--- src/rtl/vec_token_writer.sv ---
// rtl/vec_token_writer.sv - parallel word to ASCII '0'/'1' token with space/newline terminator
// Optional line counter port `lines` is compiled in with VEC_TOKEN_WRITER_LINES_EN.
module vec_token_writer #(
  parameter int WIDTH = 8
) (
  input  logic             clk,
  input  logic             rst,
  input  logic             in_valid,
  output logic             in_ready,
  input  logic [WIDTH-1:0] in_word,
  input  logic             in_last,
  output logic             out_valid,
  input  logic             out_ready,
  output logic [7:0]       out_data,
  output logic             busy
`ifdef VEC_TOKEN_WRITER_LINES_EN
  ,
  output logic [15:0]      lines
`endif
);

  localparam int IW = (WIDTH > 1) ? $clog2(WIDTH) : 1;
  localparam logic [IW-1:0] IDX_MAX = IW'(WIDTH - 1);

  typedef enum logic [1:0] {
    IDLE = 2'd0,
    EMIT = 2'd1,
    TERM = 2'd2
  } state_t;

  state_t          state_q;
  state_t          state_d;
  logic [IW-1:0]   idx_q;
  logic [IW-1:0]   idx_d;
  logic [WIDTH-1:0] word_q;
  logic            last_q;
  logic            load;

  // All outputs decode from registered state only; out_ready/in_valid only steer next state.
  always_comb begin
    state_d   = state_q;
    idx_d     = idx_q;
    load      = 1'b0;
    in_ready  = 1'b0;
    out_valid = 1'b0;
    out_data  = 8'h00;
    case (state_q)
      IDLE: begin
        in_ready = 1'b1;
        if (in_valid) begin
          load    = 1'b1;
          idx_d   = IDX_MAX;
          state_d = EMIT;
        end
      end
      EMIT: begin
        out_valid = 1'b1;
        out_data  = {7'b0011000, word_q[idx_q]};
        if (out_ready) begin
          if (idx_q == '0) begin
            state_d = TERM;
          end else begin
            idx_d = idx_q - IW'(1);
          end
        end
      end
      TERM: begin
        out_valid = 1'b1;
        out_data  = last_q ? 8'h0A : 8'h20;
        if (out_ready) begin
          state_d = IDLE;
        end
      end
      default: begin
        state_d = IDLE;
      end
    endcase
  end

  assign busy = (state_q != IDLE);

  always_ff @(posedge clk) begin
    if (rst) begin
      state_q <= IDLE;
      idx_q   <= '0;
      word_q  <= '0;
      last_q  <= 1'b0;
    end else begin
      state_q <= state_d;
      idx_q   <= idx_d;
      if (load) begin
        word_q <= in_word;
        last_q <= in_last;
      end
    end
  end

`ifdef VEC_TOKEN_WRITER_LINES_EN
  // Counts newline terminators actually handed downstream; wraps naturally at 16 bits.
  always_ff @(posedge clk) begin
    if (rst) begin
      lines <= 16'h0000;
    end else if (state_q == TERM && out_ready && last_q) begin
      lines <= lines + 16'd1;
    end
  end
`endif

endmodule

--- config.mk ---
export PLATFORM = sky130hd
export DESIGN_NAME = vec_token_writer
export DESIGN_NICKNAME = d
export VERILOG_FILES = /design/src/rtl/vec_token_writer.sv
export SDC_FILE = /design/constraint.sdc
export NUM_CORES = 1
export LEC_CHECK = 0
export CAP_MARGIN = 20
export CORE_MARGIN = 4
export CORE_UTILIZATION = 51
export CTS_BUF_LIST = sky130_fd_sc_hd__clkbuf_4
export DETAILED_ROUTE_END_ITERATION = 8
export MAX_ROUTING_LAYER = met4
export PLACE_DENSITY = 0.91
export SLEW_MARGIN = 20
export SYNTH_ARGS = -nofsm -noshare
export SYNTH_HDL_FRONTEND = slang
export SYNTH_SLANG_ARGS = --single-unit
--- constraint.sdc ---
create_clock -name clk -period 3.1 [get_ports clk]
set_input_delay 0.62 -clock clk [delete_from_list [all_inputs] [get_ports clk]]
set_output_delay 0.62 -clock clk [all_outputs]
set_load 0.02 [all_outputs]
* Yosys cells after proc, flatten, opt, wreduce, memory -nomap -nowiden
Index checks and enable logic that the tools add are counted.
Cells by class: magnitude comparators 1, add/subtract/negate cells 1, equality and inequality tests 7, multiplexer cells 17, reductions and logical operators 7
Operators by type and width (count):
- 6-bit one-hot mux with 2 select lines | 1
- 2-bit inequality test (second input constant) | 5
- 3-bit two-way mux | 3
- 2-bit two-way mux | 4
- 4-bit AND reduction | 2
- 6-bit two-way mux | 1
- 2-bit one-hot mux with 3 select lines | 1
- 3-bit one-hot mux with 2 select lines | 1
- 1-bit two-way mux | 5
- 3-bit by 4-bit less-than comparator with 1-bit output (second input constant) | 1
- 2-bit nonzero test | 2
- 1-bit binary-select mux with 3-bit select | 1
- 3-bit zero test | 1
- 3-bit by 1-bit subtractor with 3-bit output (second input constant) | 1
- 2-bit by 1-bit equality test with 1-bit output (second input constant) | 1
- 2-bit equality test (second input constant) | 1
- 2-bit zero test | 1
- 2-bit OR reduction | 1
Storage, ports and cells: bits of input ports 13, bits in registers 14, output and inout bits 11, logic and storage cells 37

* Logic depth before layout (Yosys ltp)
depth after elaboration 4, mapped depth 6

* Worst setup path after synthesis
No wires, ideal clock.
path kind flip-flop to output port, from register state_q[0], to output out_data[3], arrival time 1.333 ns, stages on the path, launching flop included 5, buffers on the path 1, slack 1.147 ns, cells stage by stage dfxtp_1 > inv_1 > ha_1 > and3_1 > buf_4
Between the ends: word-level cells in the longest chain between the ends 2
Ends and longest elaborated chain:
- start: declaration | RTL line 31 | state_t state_q;
- start signal: assignment | RTL line 89 | state_q <= state_d;
- 2-bit equality test or 2-bit by 1-bit equality test with 1-bit output (tied branches) | RTL line 47 | case (state_q)
- 6-bit one-hot mux with 2 select lines * | RTL line 47
- end: declaration | RTL line 14 | output logic [7:0] out_data,
Mark *: on every way between the ends. The rest lies on a longest branch, timed or not.

* Worst setup path in the final report
from register idx_q[0], to output out_data[0]
Between the ends: word-level cells in the longest chain between the ends 3
Ends and longest elaborated chain:
- start: declaration | RTL line 33 | logic [IW-1:0] idx_q;
- start signal: assignment | RTL line 90 | idx_q <= idx_d;
- 1-bit binary-select mux with 3-bit select | RTL line 58 | out_data = {7'b0011000, word_q[idx_q]};
- 1-bit two-way mux (not written as such) | RTL line 58
- 6-bit one-hot mux with 2 select lines | RTL line 47
Every way passes these cells. The select of a mux whose other input is x is not followed.

==> results.json <==
{
  "async_flop_share_pct": 0,
  "hp-start": "word_q[7]$_SDFFE_PP0P_",
  "pwr-share-seq_pct": 32.1,
  "synthDistinctLibCells": 27,
  "start_kind": "register",
  "whs_endpoint": "word_q[7]$_SDFFE_PP0P_",
  "worstPathCellList": "mux4_2, mux2i_1, nor2_1, clkdlybuf4s50_1",
  "drc": 0,
  "ioPinCount": 24,
  "yosysSeqAreaShare_pct": 36.25,
  "core.rowCount": 13,
  "synth_area_leaders": "dfxtp_1 (36%), ha_1 (9.7%), nand2_1 (9.7%), a21oi_1 (5.8%), mux4_2 (5.8%)",
  "grt_setup_unrepaired": "no",
  "cts-root-buf": "clkbuf_4",
  "fin_worst_skew_ns": 0.006646,
  "avgSynthCellArea_um2": 8.888,
  "initial_core_util_pct": 56.59,
  "viasPerCell": 5.361,
  "fillers": 110,
  "max_slew_margin_pct": 61.54,
  "num-nets-final": 127,
  "max_stage_delay_ns": 0.53,
  "die_w_um": 46.94,
  "die_y_um": 46.94,
  "hpwl_mm": 1.320,
  "peakVddDrop_uv": 506.5,
  "p_comb_share_pct": 55.0,
  "internal_power_mw": 0.4952,
  "yosys_warnings": 0,
  "synth_commonest_cells": "nand2_1 (20), dfxtp_1 (14), a21oi_1 (9)",
  "hp-class": "reg2reg",
  "area_delta_synth_final_pct": 27.83,
  "critPathTopFamily": "multiplexers",
  "placed_cell_area_um2": 962.2,
  "cts_setup_buffers": 0,
  "critPathMaxFanout": 4,
  "clock-sinks": 14,
  "yosys.area.top_type": "dfxtp_1",
  "portBuffers": 20,
  "vias": 654,
  "drtIter0Drc": 6,
  "crit_arrival_ns": 1.96,
  "grt_overflow_total": 0,
  "htreeDepth": 1,
  "postCtsHoldBufs": 0,
  "drive_above_1_share_pct": 11.21,
  "cts_resized": 0,
  "fmax_mhz": 388.3,
  "finalCritPeriodShare_pct": 83.08,
  "tns_ns": 0,
  "clockPowerShare_pct": 12.8,
  "first_pass_iters": 4,
  "cts_max_path_buffers": 2,
  "clk_latency_ns": 0.28,
  "gp_congestion": 0.7721,
  "netSwitchingFraction_pct": 40.54,
  "critical_path_buf_inv_count": 1,
  "leakage_nw": 0.4002,
  "final_hold_viol_count": 0,
  "end_kind": "primary output",
  "cp.required_ns": 2.48,
  "tightest_slew_ns": 0.5751,
  "synth.top_cell.area_share_pct": 36.25,
  "track_usage_pct": 17.85,
  "synth_edf_count": 0,
  "maxCapViolCount": 0,
  "power.net_switching_mw": 0.3377,
  "post_drt_wl_per_cell_um": 13.58,
  "cts.clk_slew.worst_paths_ns": 0.09,
  "cts_buffers": 3,
  "fin_crit_ns": 2.576,
  "status": "complete, no violations",
  "setup_violations": 0,
  "grt_start_max_net_pins": 16,
  "antenna_left": 0,
  "r2r_end": "idx_q[2]$_SDFFE_PP0P_",
  "synth.cell_area_um2": 773.2,
  "power_density_nw_per_um2": 842.6,
  "criticalPathCategory": "reg2out",
  "grt_first_pass_wirelength_mm": 2.635,
  "diodes": 0,
  "r2r_cells": 6,
  "fin_area_um2": 988.4,
  "antenna_found_initial": 0,
  "rrSetupSlack_ns": 1.39,
  "slew_violations": 0,
  "ys.flop_type": "dfxtp_1",
  "routed_wl_mm": 1.657,
  "die-area_um2": 2203,
  "syn_inst": 87,
  "timing.rr.start": "state_q[0]$_SDFFE_PP0P_",
  "ys_seq_elements": 14,
  "core_um2": 1366,
  "synth.most_common_cell": "nand2_1",
  "cts_tree": "built",
  "grt_pass1_vias": 601,
  "cp_slowest_cell": "clkdlybuf4s50_1",
  "hold_depth": 2
}
## layer usage
layer / vias to the layer above / track usage, % / wire length [um] / share of wire, %
li1: 332 / - / - / -
met1: 302 / 22.25 / 756 / 46
met2: 15 / 27.64 / 802 / 48
met3: 5 / 3.448 / 66 / 4.0
met4: 0 / 8.287 / 31 / 1.9
met5: - / - / 0 / 0
## logic make-up after synthesis
family / share of synthesized area [%]
AO/OA/AOI/OAI: 15.53
other: 0.4850
buffers and inverters: 7.282
AND/OR/NAND/NOR: 21.04
multiplexers: 9.708
adder cells (fa/ha/maj): 9.708
flip-flops: 36.25
## worst register-to-register path, cell delays in order (launching register included)
cell      delay (ns)
dfxtp_1         0.39
inv_1           0.08
ha_1            0.27
nor2b_4         0.17
and4b_2         0.33
a211oi_1        0.09
a311oi_1        0.27
## layout make-up
cell class | count | area [um2] | area share, %
clock buffers | 3 | 22.52 | 2.278
clock inverters | 1 | 3.754 | 0.3797
inverters | 5 | 18.77 | 1.899
multi-input cells | 64 | 444.2 | 44.94
flip-flops and latches | 14 | 280.3 | 28.35
well taps | 15 | 18.77 | 1.899
repair buffers | 20 | 200.2 | 20.25
## how the worst max path moves through the flow
stage / depth (start not counted) / slack, ns / startpoint / end
final: 4 / 0.52 / idx_q[0]$_SDFFE_PP0P_ / out_data[0]
after global routing: 4 / 0.43 / idx_q[0]$_SDFFE_PP0P_ / out_data[0]
after CTS: 4 / 0.51 / idx_q[0]$_SDFFE_PP0P_ / out_data[0]
after detailed placement: 4 / 0.82 / idx_q[0]$_SDFFE_PP0P_ / out_data[0]
after global placement: 4 / 0.91 / idx_q[0]$_SDFFE_PP0P_ / out_data[0]
after floorplan: 4 / 1.15 / state_q[0]$_SDFFE_PP0P_ / out_data[3]
## metrics by stage
| step | cells | hold WS, ns | utilization [%] | total power [mW] | setup WS, ns |
|---|---|---|---|---|---|
| after global routing | 122 | 0.4885 | 72.34 | 0.8894 | 0.4344 |
| after detailed placement | 118 | 0.4503 | 70.42 | 0.7301 | 0.8231 |
| after global placement | 118 | 0.4470 | 70.42 | 0.7083 | 0.9057 |
| after floorplan | 89 | 0.4271 | - | 0.5905 | 1.147 |
| after CTS | 122 | 0.4621 | 72.34 | 0.8362 | 0.5118 |
| final | 122 | 0.4627 | 72.34 | 0.8328 | 0.5245 |
## cells in the final DEF, fill, tap and decap left out, types with 2 or more instances in the layout
master / count
clkbuf_4: 3
dfxtp_1: 14
conb_1: 3
mux4_2: 2
inv_1: 5
a21oi_1: 9
nor2_1: 4
nand2_1: 20
ha_1: 6
nor2b_1: 2
clkdlybuf4s50_1: 20
mux2i_1: 3
## power groups by stage
stage / clock network (mW) / logic [mW] / registers [mW]
6_report: 0.107 / 0.458 / 0.268
5_1_grt: 0.117 / 0.496 / 0.276
4_1_cts: 0.107 / 0.461 / 0.268
3_5_place_dp: 0 / 0.458 / 0.272
3_3_place_gp: 0 / 0.440 / 0.268
2_1_floorplan: 0 / 0.330 / 0.261
## sequential cells by signal (all words and copies together) (netlist names)
register and flops:
idx_q 3, word_q 8, state_q 2, last_q 1
No activity file was read; power rests on OpenSTA's default activity.
